File: config.mk
export PLATFORM = sky130hd
export DESIGN_NAME = reg_bridge
export DESIGN_NICKNAME = d
export VERILOG_FILES = /design/src/rtl/reg_bridge.sv
export SDC_FILE = /design/constraint.sdc
export NUM_CORES = 1
export LEC_CHECK = 0
export CORE_ASPECT_RATIO = 0.7
export CORE_MARGIN = 5
export CORE_UTILIZATION = 54
export DETAILED_ROUTE_END_ITERATION = 12
export MAX_ROUTING_LAYER = met4
export PLACE_DENSITY = 0.81
export REMOVE_ABC_BUFFERS = 1
export SETUP_SLACK_MARGIN = 0.3
export SLEW_MARGIN = 0
export SYNTH_ARGS = -nofsm -noshare
export SYNTH_HDL_FRONTEND = slang
export SYNTH_SLANG_ARGS = --single-unit
File: constraint.sdc
create_clock -name ipClk -period 3.3 [get_ports ipClk]
set_input_delay 0.33 -clock ipClk [delete_from_list [all_inputs] [get_ports ipClk]]
set_output_delay 0.33 -clock ipClk [all_outputs]
set_load 0.05 [all_outputs]
File: src/rtl/reg_bridge.sv
// reg_bridge: byte-stream packet bridge to a register port.
// Decodes write/read/burst-read commands and answers on the Tx stream.
package reg_bridge_pkg;
  typedef struct packed {
    logic        Valid;
    logic        SoP;
    logic [15:0] Length;
    logic [7:0]  Destination;
    logic [7:0]  Source;
    logic [7:0]  Data;
  } UART_PACKET;
endpackage

module reg_bridge
  import reg_bridge_pkg::*;
#(
  parameter int DATA_BYTES = 4,
  parameter int ADDR_W     = 8,
  parameter int MAX_BURST  = 16,
  parameter int WR_ACK     = 1
) (
  input  logic                    ipClk,
  input  logic                    ipReset,
  input  UART_PACKET              ipRxPkt,
  output UART_PACKET              opTxPkt,
  input  logic                    ipTxReady,
  output logic [ADDR_W-1:0]       opAddress,
  output logic [8*DATA_BYTES-1:0] opWrData,
  output logic                    opWrEnable,
  input  logic [8*DATA_BYTES-1:0] ipRdData
);

  localparam int DW = 8 * DATA_BYTES;
  localparam int IW = 4;

  typedef enum logic [2:0] {
    IDLE, WR_DATA, RD_WAIT, RD_SEND, STATUS, DISCARD
  } state_t;

  state_t            state, stateN;
  UART_PACKET        txN;
  logic [ADDR_W-1:0] opAddressN;
  logic [DW-1:0]     opWrDataN;
  logic              opWrEnableN;
  logic [DW-1:0]     wordBuf, wordBufN, wordTmp;
  logic [DW-1:0]     rdWord, rdWordN;
  logic [IW-1:0]     byteIdx, byteIdxN;
  logic [15:0]       remain, remainN;
  logic [15:0]       rspLen, rspLenN;
  logic [7:0]        wordsLeft, wordsLeftN;
  logic [7:0]        burstCnt;
  logic [7:0]        status, statusN;
  logic [7:0]        rspDest, rspDestN;
  logic [7:0]        rspSrc, rspSrcN;
  logic              cntPend, cntPendN;
  logic              txFirst, txFirstN;
  logic              rxByte, rxSop;

  // next-state and datapath: state-specific work, then new-packet decode overrides
  always_comb begin
    stateN      = state;
    txN         = opTxPkt;
    opAddressN  = opWrEnable ? opAddress + 1'b1 : opAddress;
    opWrDataN   = opWrData;
    opWrEnableN = 1'b0;
    wordBufN    = wordBuf;
    wordTmp     = wordBuf;
    rdWordN     = rdWord;
    byteIdxN    = byteIdx;
    remainN     = remain;
    rspLenN     = rspLen;
    wordsLeftN  = wordsLeft;
    burstCnt    = 8'd1;
    statusN     = status;
    rspDestN    = rspDest;
    rspSrcN     = rspSrc;
    cntPendN    = cntPend;
    txFirstN    = txFirst;
    rxByte      = ipRxPkt.Valid && !ipRxPkt.SoP;
    rxSop       = ipRxPkt.Valid && ipRxPkt.SoP;

    unique case (state)
      IDLE: begin
        if (cntPend && rxByte) begin
          if (ipRxPkt.Data == 8'd0)
            burstCnt = 8'd1;
          else if (ipRxPkt.Data > 8'(MAX_BURST))
            burstCnt = 8'(MAX_BURST);
          else
            burstCnt = ipRxPkt.Data;
          wordsLeftN = burstCnt;
          rspLenN    = 16'(burstCnt) * 16'(DATA_BYTES);
          cntPendN   = 1'b0;
          stateN     = RD_WAIT;
        end
      end
      WR_DATA: begin
        if (rxByte) begin
          wordTmp[8*byteIdx +: 8] = ipRxPkt.Data;
          wordBufN = wordTmp;
          remainN  = remain - 16'd1;
          if (byteIdx == IW'(DATA_BYTES - 1)) begin
            opWrDataN   = wordTmp;
            opWrEnableN = 1'b1;
            byteIdxN    = '0;
          end else begin
            byteIdxN = byteIdx + 1'b1;
          end
          if (remain == 16'd1) begin
            statusN = (byteIdx == IW'(DATA_BYTES - 1))
                      ? 8'h00 : 8'h01;
            stateN  = (WR_ACK != 0) ? STATUS : IDLE;
          end
        end
      end
      DISCARD: begin
        if (rxByte) begin
          remainN = remain - 16'd1;
          if (remain == 16'd1)
            stateN = STATUS;
        end
      end
      RD_WAIT: stateN = RD_SEND;
      RD_SEND: begin
        if (!opTxPkt.Valid) begin
          txN.Valid       = 1'b1;
          txN.SoP         = txFirst;
          txN.Length      = rspLen;
          txN.Destination = rspDest;
          txN.Source      = rspSrc;
          txN.Data        = ipRdData[7:0];
          rdWordN         = ipRdData;
          byteIdxN        = IW'(1);
        end else if (ipTxReady) begin
          txFirstN = 1'b0;
          if (byteIdx == IW'(DATA_BYTES)) begin
            txN.Valid  = 1'b0;
            opAddressN = opAddress + 1'b1;
            wordsLeftN = wordsLeft - 8'd1;
            stateN = (wordsLeft == 8'd1) ? IDLE : RD_WAIT;
          end else begin
            txN.SoP  = 1'b0;
            txN.Data = rdWord[8*byteIdx +: 8];
            byteIdxN = byteIdx + 1'b1;
          end
        end
      end
      STATUS: begin
        if (!opTxPkt.Valid) begin
          txN.Valid       = 1'b1;
          txN.SoP         = 1'b1;
          txN.Length      = 16'd1;
          txN.Destination = rspDest;
          txN.Source      = rspSrc;
          txN.Data        = status;
        end else if (ipTxReady) begin
          txN.Valid = 1'b0;
          stateN    = IDLE;
        end
      end
      default: stateN = IDLE;
    endcase

    if (rxSop && (state == IDLE || state == WR_DATA ||
                  state == DISCARD)) begin
      cntPendN    = 1'b0;
      byteIdxN    = '0;
      wordBufN    = '0;
      opWrEnableN = 1'b0;
      rspDestN    = ipRxPkt.Source;
      rspSrcN     = ipRxPkt.Destination;
      txFirstN    = 1'b1;
      remainN     = ipRxPkt.Length - 16'd1;
      if (ipRxPkt.Length == 16'd0) begin
        stateN = IDLE;
      end else begin
        case (ipRxPkt.Destination)
          8'h00: begin
            opAddressN = ipRxPkt.Data[ADDR_W-1:0];
            wordsLeftN = 8'd1;
            rspLenN    = 16'(DATA_BYTES);
            stateN     = RD_WAIT;
          end
          8'h01: begin
            opAddressN = ipRxPkt.Data[ADDR_W-1:0];
            statusN    = 8'h00;
            if (ipRxPkt.Length == 16'd1)
              stateN = (WR_ACK != 0) ? STATUS : IDLE;
            else
              stateN = WR_DATA;
          end
          8'h02: begin
            opAddressN = ipRxPkt.Data[ADDR_W-1:0];
            if (ipRxPkt.Length >= 16'd2) begin
              cntPendN = 1'b1;
              stateN   = IDLE;
            end else begin
              wordsLeftN = 8'd1;
              rspLenN    = 16'(DATA_BYTES);
              stateN     = RD_WAIT;
            end
          end
          default: begin
            statusN = 8'h02;
            stateN  = (ipRxPkt.Length == 16'd1) ? STATUS : DISCARD;
          end
        endcase
      end
    end
  end

  // state and datapath registers with synchronous reset
  always_ff @(posedge ipClk) begin
    if (ipReset) begin
      state      <= IDLE;
      opTxPkt    <= '0;
      opAddress  <= '0;
      opWrData   <= '0;
      opWrEnable <= 1'b0;
      wordBuf    <= '0;
      rdWord     <= '0;
      byteIdx    <= '0;
      remain     <= '0;
      rspLen     <= '0;
      wordsLeft  <= '0;
      status     <= '0;
      rspDest    <= '0;
      rspSrc     <= '0;
      cntPend    <= 1'b0;
      txFirst    <= 1'b0;
    end else begin
      state      <= stateN;
      opTxPkt    <= txN;
      opAddress  <= opAddressN;
      opWrData   <= opWrDataN;
      opWrEnable <= opWrEnableN;
      wordBuf    <= wordBufN;
      rdWord     <= rdWordN;
      byteIdx    <= byteIdxN;
      remain     <= remainN;
      rspLen     <= rspLenN;
      wordsLeft  <= wordsLeftN;
      status     <= statusN;
      rspDest    <= rspDestN;
      rspSrc     <= rspSrcN;
      cntPend    <= cntPendN;
      txFirst    <= txFirstN;
    end
  end

endmodule

==> impl_metrics.json <==
{
  "status": "complete, no violations",
  "die_x_um": 172,
  "crit_path_end_kind": "flip-flop",
  "post_cts_buffers": 0,
  "finalCriticalPeriod_ps": 2690,
  "vias": 8967,
  "layout.nets": 1374,
  "clk_pin_slew_ps": 70,
  "fmax_mhz": 372,
  "seq_power_share_pct": 41.5,
  "core_area_sq_um": 18000,
  "final-hold-violation-count": 0,
  "drc_errors": 0,
  "ctsHtreeMaxLevel": 1,
  "cp.required_ps": 3670,
  "initial_core_util_pct": 54.8,
  "area_delta_synth_final_pct": 25.1,
  "ys_seq_area_share_pct": 44.6,
  "fillers": 1460,
  "irDropWorstVdd_uv": 440,
  "grt_setup_unrepaired": "false",
  "wire_per_inst_um": 17.1,
  "finalClockSkew_ps": 14.3,
  "setup_violations": 0,
  "p_sw_mw": 2.32,
  "tns_ps": 0,
  "portBuffers": 159,
  "die_area_sq_um": 21100,
  "gp_congestion": 0.965,
  "grt_pass1_vias": 8359,
  "ys_warn_count": 0,
  "hpwlAfterDp_um": 17800,
  "synth_area_sq_um": 9870,
  "cts-root-buf": "clkbuf_16",
  "ant_nets": 0,
  "synth_cell_types": 75,
  "postSynthCellCount": 1155,
  "p_per_area_nw_per_um2": 593,
  "grt_pass1_wl_um": 42000,
  "maxCapViolations": 0,
  "slew_violations": 0,
  "final_common_cell": "dfxtp_1",
  "cts_tree": "built",
  "layout_common_cells": "dfxtp_1, nand2_1, clkdlybuf4s50_1",
  "clockPowerShare_pct": 34.5,
  "hold_slack_ps": 366,
  "async_reset_ff_share_pct": 0,
  "via_per_inst": 5.84,
  "synth.avg_cell_area_sq_um": 8.55,
  "synth_ff_type": "dfxtp_1",
  "reg2reg_slack_ps": 610,
  "clock_latency_ps": 500,
  "slew_headroom_pct": 42.1,
  "synth_edf_count": 0,
  "ys_seq_elements": 220,
  "clockBufferDepth": 3,
  "grt_max_degree": 150,
  "hold_buffers": 0,
  "rows": 41,
  "dr.pass1.iters": 5,
  "track_usage_pct": 24.7,
  "cp.arrival_ps": 3060,
  "min_path_type": "in2reg",
  "leakage_nw": 4.26,
  "tightest_slew_ps": 863,
  "ios": 160,
  "p_int_mw": 5.00,
  "cts_made_buffers": 21,
  "drive_above_1_share_pct": 8.00,
  "period_share_pct": 81.4,
  "swShare_pct": 31.7,
  "cp_max_fo": 10,
  "die_h_um": 123,
  "grt_overflow_total": 0,
  "antenna_cells": 0,
  "start_kind": "flip-flop",
  "antenna_found_initial": 0,
  "routed_wl_um": 26300,
  "drt_iter0_drc": 771,
  "clock_sinks": 220,
  "cts_resized": 0,
  "path_class": "reg2reg",
  "p_comb_share_pct": 24.0
}
## power by group through the flow
stage,combinational (mW),clock [mW],sequential [mW]
6_report,1.76,2.53,3.04
5_1_grt,1.90,2.67,3.06
4_1_cts,1.75,2.55,3.03
3_5_place_dp,1.74,0,3.09
3_3_place_gp,1.71,0,3.08
2_1_floorplan,0.896,0,3.26
## metrics by stage
step           utilization [%]  power, mW  worst slack, ps  instance area [sq um]  instances
3_5_place_dp              64.6       4.82              620                  11600       1499
3_3_place_gp              64.6       4.79              702                  11600       1499
5_1_grt                   68.6       7.63              370                  12400       1536
2_1_floorplan                -       4.15              435                   9520       1077
4_1_cts                   68.6       7.33              599                  12400       1536
6_report                  68.6       7.32              614                  12400       1536
## worst max-delay path: stages, from the launching register on
cell and delay [ps]:
dfxtp_1 380, or3_1 370, ha_1 430, nor2b_1 240, nand4_1 240, a211oi_4 580
mux2i_1 270, nor2_1 60
## worst paths after layout
path,from,end,cells past startpoint
setup / recovery,byteIdx[2]$_SDFFE_PP0P_,wordBuf[18]$_SDFFE_PP0P_,7
hold / removal,ipRdData[15],rdWord[15]$_SDFFE_PP0P_,3
setup reg to reg,byteIdx[2]$_SDFFE_PP0P_,wordBuf[18]$_SDFFE_PP0P_,7
hold reg to reg,rspLen[1]$_SDFF_PP0_,rspLen[1]$_SDFF_PP0_,2
## state kept, by name, summed over array words and instances, names as in the netlist, 16 cells and up
register  count
opTxPkt      42
opWrData     32
rdWord       32
remain       16
rspLen       16
wordBuf      32
## routing by layer
metal,share of wire [%],vias up,GRT usage (%),wire [um]
li1,-,4313,-,-
met1,48,4255,36.6,12500
met2,43,370,36.6,11200
met3,8.8,29,3.84,2310
met4,1.1,0,4.11,290
met5,0,-,-,0
## synth_stat cells (6+ instances only)
| library cell | number | area [sq um] |
|---|---|---|
| dfxtp_1 | 220 | 4400 |
| nand2_1 | 193 | 724 |
| nor2_1 | 128 | 480 |
| a21oi_1 | 108 | 541 |
| mux2i_1 | 59 | 591 |
| clkbuf_1 | 47 | 176 |
| a211oi_1 | 41 | 308 |
| nand3_1 | 24 | 120 |
| o21ai_0 | 24 | 120 |
| buf_2 | 23 | 115 |
| nor3_1 | 22 | 110 |
| nand2b_1 | 20 | 125 |
| inv_1 | 19 | 71.3 |
| xnor2_1 | 18 | 158 |
| a22oi_1 | 16 | 120 |
| and2_1 | 14 | 87.6 |
| nand4_1 | 12 | 75.1 |
| ha_1 | 11 | 138 |
| or3_1 | 10 | 62.6 |
| a31oi_1 | 9 | 56.3 |
| nor4_1 | 9 | 56.3 |
| mux4_2 | 8 | 180 |
| o211ai_1 | 8 | 60.1 |
| or4_1 | 7 | 52.6 |
| a21o_1 | 6 | 45.0 |
| nor3_2 | 6 | 60.1 |
| o31ai_1 | 6 | 45.0 |
## kinds of logic after synthesis
| kind of cell | synth area share [%] |
|---|---|
| adders and majority gates | 1.39 |
| AOI/OAI and AO/OA | 16.7 |
| and+or+nand+nor | 22.9 |
| DFF | 44.6 |
| buffers and inverters | 4.32 |
| muxes | 8.03 |
| xor gates and xnor gates | 2.04 |
## area by class of cell
type	count	area (sq um)	area share, %
Clock buffer	27	588	4.76
Clock inverter	10	131	1.06
Multi-Input combinational cell	838	5060	41.0
Tap cell	236	295	2.39
Timing Repair Buffer	186	1800	14.6
Inverter	19	71.3	0.577
Sequential cell	220	4400	35.6
Note: power is estimated with default switching activity, not from simulation.
